--- src/rtl/wb_trace_buffer.sv ---
// wb_trace_buffer
// Captures retired-instruction commits from the core's write-back debug port,
// tags each with a 16-bit sequence number and queues it in a flop FIFO that a
// slower consumer drains over a valid/ready port. Commits that arrive while
// the FIFO is full are dropped; a sticky overflow flag and a saturating drop
// counter report them, and the skipped sequence numbers mark where they were.
//
// Ports:
//   clk, rst_n                  clock, async active-low reset
//   wb_have_inst, wb_pc,
//   wb_ena, wb_reg, wb_value    commit from the core
//   trace_en                    capture enable (commit_cnt counts regardless)
//   clr_ovf                     pulse: clear overflow / drop_cnt
//   tr_ready                    consumer accepts head entry
//   tr_valid, tr_seq, tr_pc,
//   tr_ena, tr_reg, tr_value    head entry (data zero while empty)
//   count                       occupancy
//   overflow, drop_cnt          drop reporting
//   commit_cnt                  every retired instruction, wrapping
module wb_trace_buffer #(
  parameter int DEPTH     = 16,
  parameter bit FILTER_WB = 1'b0
) (
  input  logic                       clk,
  input  logic                       rst_n,
  input  logic                       wb_have_inst,
  input  logic [31:0]                wb_pc,
  input  logic                       wb_ena,
  input  logic [4:0]                 wb_reg,
  input  logic [31:0]                wb_value,
  input  logic                       trace_en,
  input  logic                       clr_ovf,
  input  logic                       tr_ready,
  output logic                       tr_valid,
  output logic [15:0]                tr_seq,
  output logic [31:0]                tr_pc,
  output logic                       tr_ena,
  output logic [4:0]                 tr_reg,
  output logic [31:0]                tr_value,
  output logic [$clog2(DEPTH):0]     count,
  output logic                       overflow,
  output logic [15:0]                drop_cnt,
  output logic [31:0]                commit_cnt
);

  localparam int AW = $clog2(DEPTH);
  localparam int CW = AW + 1;

  typedef struct packed {
    logic [15:0] seq;
    logic [31:0] pc;
    logic        ena;
    logic [4:0]  rg;
    logic [31:0] value;
  } entry_t;

  entry_t        mem_q [DEPTH];
  logic [AW-1:0] wr_ptr_q, wr_ptr_d;
  logic [AW-1:0] rd_ptr_q, rd_ptr_d;
  logic [CW-1:0] count_q, count_d;
  logic [15:0]   seq_q, seq_d;
  logic          ovf_q, ovf_d;
  logic [15:0]   drop_q, drop_d;
  logic [31:0]   commit_q, commit_d;

  logic   qual, full, empty, push, pop, drop;
  entry_t head;
  entry_t wr_entry;

  assign qual  = wb_have_inst && trace_en &&
                 (!FILTER_WB || (wb_ena && (wb_reg != 5'd0)));
  assign full  = (count_q == CW'(DEPTH));
  assign empty = (count_q == '0);
  assign pop   = !empty && tr_ready;
  // A pop in the same cycle frees the slot, so a full FIFO can still accept.
  assign push  = qual && (!full || pop);
  assign drop  = qual && full && !pop;

  assign wr_entry = '{seq: seq_q, pc: wb_pc, ena: wb_ena, rg: wb_reg, value: wb_value};

  always_comb begin
    wr_ptr_d = wr_ptr_q;
    rd_ptr_d = rd_ptr_q;
    count_d  = count_q;
    seq_d    = seq_q;
    ovf_d    = ovf_q;
    drop_d   = drop_q;
    commit_d = commit_q;

    if (push) wr_ptr_d = wr_ptr_q + AW'(1);
    if (pop)  rd_ptr_d = rd_ptr_q + AW'(1);

    case ({push, pop})
      2'b10:   count_d = count_q + CW'(1);
      2'b01:   count_d = count_q - CW'(1);
      default: count_d = count_q;
    endcase

    // Sequence advances on every qualified commit, stored or dropped.
    if (qual)         seq_d    = seq_q + 16'd1;
    if (wb_have_inst) commit_d = commit_q + 32'd1;

    // A drop coinciding with a clear wins: the clear takes effect first.
    if (clr_ovf) begin
      ovf_d  = 1'b0;
      drop_d = '0;
    end
    if (drop) begin
      ovf_d  = 1'b1;
      drop_d = clr_ovf ? 16'd1 : ((drop_q == 16'hFFFF) ? drop_q : drop_q + 16'd1);
    end
  end

  always_ff @(posedge clk or negedge rst_n) begin
    if (!rst_n) begin
      wr_ptr_q <= '0;
      rd_ptr_q <= '0;
      count_q  <= '0;
      seq_q    <= '0;
      ovf_q    <= 1'b0;
      drop_q   <= '0;
      commit_q <= '0;
      for (int i = 0; i < DEPTH; i++) mem_q[i] <= '0;
    end else begin
      wr_ptr_q <= wr_ptr_d;
      rd_ptr_q <= rd_ptr_d;
      count_q  <= count_d;
      seq_q    <= seq_d;
      ovf_q    <= ovf_d;
      drop_q   <= drop_d;
      commit_q <= commit_d;
      if (push) mem_q[wr_ptr_q] <= wr_entry;
    end
  end

  // Slot under rd_ptr may hold stale data once drained, so gate with valid.
  assign head     = empty ? '0 : mem_q[rd_ptr_q];
  assign tr_valid = !empty;
  assign tr_seq   = head.seq;
  assign tr_pc    = head.pc;
  assign tr_ena   = head.ena;
  assign tr_reg   = head.rg;
  assign tr_value = head.value;

  assign count      = count_q;
  assign overflow   = ovf_q;
  assign drop_cnt   = drop_q;
  assign commit_cnt = commit_q;

endmodule

--- config.mk ---
export PLATFORM = sky130hd
export DESIGN_NAME = wb_trace_buffer
export DESIGN_NICKNAME = d
export VERILOG_FILES = /design/src/rtl/wb_trace_buffer.sv
export SDC_FILE = /design/constraint.sdc
export NUM_CORES = 2
export LEC_CHECK = 0
export CAP_MARGIN = 20
export CORE_MARGIN = 8
export CORE_UTILIZATION = 30
export CTS_BUF_LIST = sky130_fd_sc_hd__clkbuf_16
export CTS_CLUSTER_SIZE = 25
export DETAILED_ROUTE_END_ITERATION = 10
export DONT_BUFFER_PORTS = 1
export GPL_ROUTABILITY_DRIVEN = 0
export PLACE_DENSITY = 0.44
export SYNTH_ARGS = -nofsm -noshare
export SYNTH_HDL_FRONTEND = slang
export SYNTH_SLANG_ARGS = --single-unit
--- constraint.sdc ---
create_clock -name clk -period 8.7 [get_ports clk]
set_clock_uncertainty 0.1 [all_clocks]
set_input_delay 0.87 -clock clk [delete_from_list [all_inputs] [get_ports clk]]
set_output_delay 0.87 -clock clk [all_outputs]
set_load 0.02 [all_outputs]
Yosys cells after proc, flatten, opt, wreduce, memory -nomap -nowiden

Index checks and enable logic that the tools add are counted.

Output and inout bits: 141
Bits in registers: 1454
Word-level logic and storage cells: 132
Input bits: 76

$lt $le $gt $ge: 3
$add $sub $neg: 7
Bitwise gates (word level): 2
Muxes and demuxes: 14
Eq/ne operators: 5
Reductions and logical operators: 14

Operator list:

| cell                    | count |
|---|---|
| $bwmux W1376            | 1 |
| $bmux W86 S4            | 1 |
| $demux W86 S4           | 1 |
| $mux W86                | 4 |
| $mux W16                | 4 |
| $add A16 B1 Y16 const B | 2 |
| $add A32 B1 Y32 const B | 1 |
| $eq A16 B16 Y1 const B  | 1 |
| $ge A5 B5 Y1 const B    | 2 |
| $not A4 Y5              | 2 |
| $pmux W5 S2             | 1 |
| $add A4 B1 Y4 const B   | 2 |
| $logic_and A1 B1 Y1     | 6 |
| $add A5 B1 Y5 const B   | 1 |
| $eq A5 B5 Y1 const B    | 1 |
| $logic_not A5 Y1        | 1 |
| $lt A5 B1 Y1 const B    | 1 |
| $sub A5 B1 Y5 const B   | 1 |
| $reduce_bool A2 Y1      | 2 |
| $logic_not A1 Y1        | 3 |
| $eq A2 B1 Y1 const B    | 1 |
| $eq A2 B2 Y1 const B    | 1 |
| $mux W1                 | 2 |
| $ne A2 B2 Y1 const B    | 1 |
| 2 further kinds         | 2 |

Logic depth before layout (Yosys ltp)

Depth in word-level cells: 7
Depth in mapped cells: 14
Gate-level depth less buffers: 11

Worst setup path after synthesis

OpenSTA, ideal clock, no wires.

Path type: reg-to-reg
Start point: register count_q[1] (netlist: count[1])
End point: register count_q[4] (netlist: count[4])
Stages on the path, launching flop included: 15
Slack: 5230 ps
Setup time: 80 ps
Required time: 8520 ps
Path buffers: 3
Clock period less this slack: 3470 ps
Arrival time: 3290 ps
Path through: dfrtp_1 > buf_2 > nor4_4 > nand2b_1 > and2_1 > clkbuf_1 > ha_1 > clkbuf_1 > xor2_1 > ha_1 > a21boi_0 > o221a_2 > o21a_1 > nor3_1 > xor2_1

Longest elaborated chain between the ends: 7
Elaborated cells between the ends (all ways): 13
Those cells by class: add/sub: 2; eq/ne: 3; mux: 1; reduce/logical: 7

Ends and longest elaborated chain:

| element                                           | RTL line | source |
|---|---|---|
| from (decl)                                       | 60       | `logic [CW-1:0] count_q, count_d;` |
| from (signal assigned)                            | 127      | `count_q <= count_d;` |
| $logic_not A5 Y1 *                                | 73       | `assign empty = (count_q == '0);` |
| $logic_not A1 Y1 *                                | n/a      |  |
| net tr_valid                                      | 34       | `output logic tr_valid,` |
| $logic_and A1 B1 Y1 *                             | 74       | `assign pop = !empty && tr_ready;` |
| net pop                                           | 66       | `logic qual, full, empty, push, pop, drop;` |
| $logic_or A1 B1 Y1                                | 76       | `assign push = qual && (!full \|\| pop);` |
| $logic_and A1 B1 Y1                               | 76       |  |
| $eq A2 B1 Y1 or $eq A2 B2 Y1 (tied branches)      | 93       | `case ({push, pop})` |
| $pmux W5 S2 or $reduce_bool A2 Y1 (tied branches) | n/a      |  |

The timed path passes the listed nets; every way through them passes the cells marked *.
A chain may end at the register's enable or synchronous reset.

Worst setup path in the final report

Start point: register count_q[2] (netlist: count[2])
End point: output port tr_value[19]

Longest elaborated chain between the ends: 2

Ends and longest elaborated chain:

| element          | RTL line | source |
|---|---|---|
| $logic_not A5 Y1 | 73       |  |
| $mux W86         | 137      | `assign head = empty ? '0 : mem_q[rd_ptr_q];` |
| to (decl)        | 39       | `output logic [31:0] tr_value,` |

No other way between the ends.

==> flow_metrics.tcl <==
set metrics [dict create \
    fp.dieH_microns 484 \
    tns_ps 0 \
    initial_utilization 0.302 \
    num-fill-cells 20800 \
    grt_max_degree 240 \
    ys_seq_elements 1454 \
    ys_seq_area_frac 0.555 \
    rsz0062_at_grt "no" \
    crit_chain "nor4_4, nand2b_1, nand2_4, buf_4, o22ai_1" \
    layoutNonFillerInstCount 6964 \
    numPortBuffers 0 \
    route.detailed.drc 0 \
    dr.pass1.iters 4 \
    top_layer_used "met4" \
    root_buffer "clkbuf_16" \
    max_stage_delay_ps 940 \
    syn_area_per_cell_sq_um 16.1 \
    tightestPinTransition_ps 1450 \
    slew-limit-headroom 0.0359 \
    synth_edf_count 0 \
    power_density_nw_per_um2 355 \
    violations "negative hold slack" \
    async_flop_share 1.00 \
    slew_viol_final 0 \
    drt_iter0_drc 1981 \
    final_cell_mix "1,451 x dfrtp_1, 1,129 x mux2_2, 344 x mux4_2, 251 x mux2_1, 179 x clkbuf_16" \
    cp_slowest_cell "buf_4" \
    netlist.area_leader.share 0.555 \
    ys.flop_type "dfrtp_1" \
    setup_viol 0 \
    cp_data_required_time_ps 7730 \
    synth_compound_area_frac 0.0106 \
    grt_first_pass_wirelength_microns 277000 \
    p_leak_nw 32.9 \
    ant_nets 0 \
    synth_simple_gate_area_share 0.0142 \
    regArea_sq_um 36400 \
    dpl_cell_area_sq_um 68200 \
    synthAdderAreaFrac 0.00229 \
    synth_top_family_by_area "multiplexers" \
    synthMuxAreaShare 0.382 \
    cts.path.max_buffers 3 \
    synth-xor-area-share 0.00868 \
    critPathCaptureType "output port" \
    core_area_sq_um 217000 \
    hold_slack_ps -67.7 \
    h-tree-depth 4 \
    post_cts.repair.setup_buffers 0 \
    wl_met2_microns 87200 \
    cp_max_fo 57 \
    area_delta_synth_final_pct 12.9 \
    ir_worst_vdd_v 0.000205 \
    cts_resized 0 \
    synthDistinctLibCells 48 \
    maxCapViolCount 0 \
    cts_tree "yes" \
    antenna_found_initial 8 \
    synth_area_leaders "dfrtp_1 55%, mux2_2 19%, mux4_2 12%, mux2_1 4.3%, mux2i_1 2.7%" \
    wl_met3_microns 7800 \
    cp-start-kind "register" \
    synth_area_sq_um 65600 \
    layout.nets 4051 \
    hold_viol_final 13 \
    io_pins 217 \
    synthCells 4086 \
    multiInputGateArea_sq_um 27500 \
    clkLatencyLatePin_ps 800 \
    hp-class "input pin to asynchronous set/reset pin" \
    wl_met1_microns 85700 \
    cts.sinks 1454 \
    preCtsSetupSlack_ps 3740 \
    die-area_sq_um 234000 \
    grt_pass1_vias 38200 \
    vias_per_cell 5.03 \
    rows 171 \
    crit_type "register to output port" \
    vias 35000 \
    cts.clk_slew.worst_paths_ps 60 \
    layout_commonest_cell "dfrtp_1" \
    status "finished with violations" \
    synth_top_area_cell "dfrtp_1" \
    cts_buffers 178 \
    post-route-min-period_ps 5610 \
    finalCritPeriodShare 0.645 \
    grtUsageTotal 0.157 \
    dp_cells 6617 \
    drive_above_1_share 0.434 \
    finalPower_mw 26.3 \
    syn_nets 4174 \
    post-route-worst-setup-slack_ps 3090 \
    hpwl_microns 89600 \
    wl_microns 185000 \
    arrival_ps 4640 \
    avgRoutedWirePerCell_microns 26.6 \
    ys_warn_count 0 \
    overflow 0 \
    fin_area_sq_um 74000 \
    max_freq_mhz 178 \
    die_w_microns 484 \
    post-route-util 0.341 \
]
sequential cells by signal, indices dropped and copies added, names as in the netlist:
signal and count:
drop_cnt 16, count 5, wr_ptr_q 4, rd_ptr_q 4, mem_q 1376, commit_cnt 32, seq_q 16, overflow 1
cells by family (layout without fill, tap and decap cells):
logic type | count (synthesis) | in the layout
AOI/OAI and AO/OA | 107 | 107
adders and majority gates | 12 | 12
and+or+nand+nor | 171 | 171
DFF | 1454 | 1454
muxes | 1898 | 1898
other | 0 | 4
buffers and inverters | 379 | 399
xor gates and xnor gates | 65 | 65
layout make-up:
class / instances / share of cell area
Inverter: 11 / 0.000558
Sequential cell: 1454 / 0.492
Clock buffer: 179 / 0.0605
Clock inverter: 144 / 0.0151
Timing Repair Buffer: 65 / 0.0126
Antenna cell: 4 / 0.000135
Multi-Input combinational cell: 2253 / 0.371
Tap cell: 2854 / 0.0482
layer usage:
layer  vias up  track usage
met2       550        0.254
li1      15000            -
met4         0       0.0390
met5         -            0
met3       270       0.0330
met1     19200        0.216
synth_stat cells (2+ instances only):
cell,count
dfrtp_1,1454
mux2_2,1129
mux4_2,344
mux2_1,251
mux2i_1,174
clkbuf_1,164
buf_2,117
o22ai_1,86
buf_4,67
xnor2_1,41
nor2_1,33
nand2_1,32
xor2_1,24
nand3_1,23
nand4_1,22
buf_1,18
ha_1,12
and3_1,11
inv_1,11
nor3_1,10
and4_1,7
nor2b_1,5
nand2_2,4
nand2b_1,4
nor3_2,4
o21ai_0,4
a311oi_1,3
nor2_2,3
a211oi_1,2
a21o_1,2
a21oi_1,2
and2_1,2
buf_6,2
nor4_1,2
nor4b_1,2
o21a_1,2
or4_1,2
final timing paths:
| path | slack, ps | start | to | cells past startpoint |
|---|---|---|---|---|
| hold / removal | -70 | rst_n | mem_q[949]$_DFFE_PN0P_ | 1 |
| setup / recovery | 3090 | count[2]$_DFFE_PN0P_ | tr_value[19] | 5 |
| hold reg to reg | 380 | mem_q[1201]$_DFFE_PN0P_ | mem_q[1201]$_DFFE_PN0P_ | 1 |
| min in group clk | 110 | wb_value[15] | mem_q[789]$_DFFE_PN0P_ | 1 |
| max in group asynchronous | 5440 | rst_n | mem_q[527]$_DFFE_PN0P_ | 3 |
| setup reg to reg | 4550 | count[2]$_DFFE_PN0P_ | count[4]$_DFFE_PN0P_ | 11 |
where the power goes:
group          internal (mW)  switching (mW)  total [mW]
Sequential              9.11            1.34        10.5
Combinational           4.38            4.30        8.68
Clock                   4.12            3.03        7.15
worst max-delay path, delay by kind of cell (launching register included):
| family | cells | cell delay [ps] |
|---|---|---|
| and+or+nand+nor | 3 | 1740 |
| AOI/OAI and AO/OA | 1 | 480 |
| DFF | 1 | 540 |
| buffers and inverters | 1 | 940 |
repair_timing:
item	4_1_cts	5_1_grt
hold endpoints to repair	161	71
setup endpoints to repair	0	0
hold buffers	18	1
(Power assumes the default switching activity.)
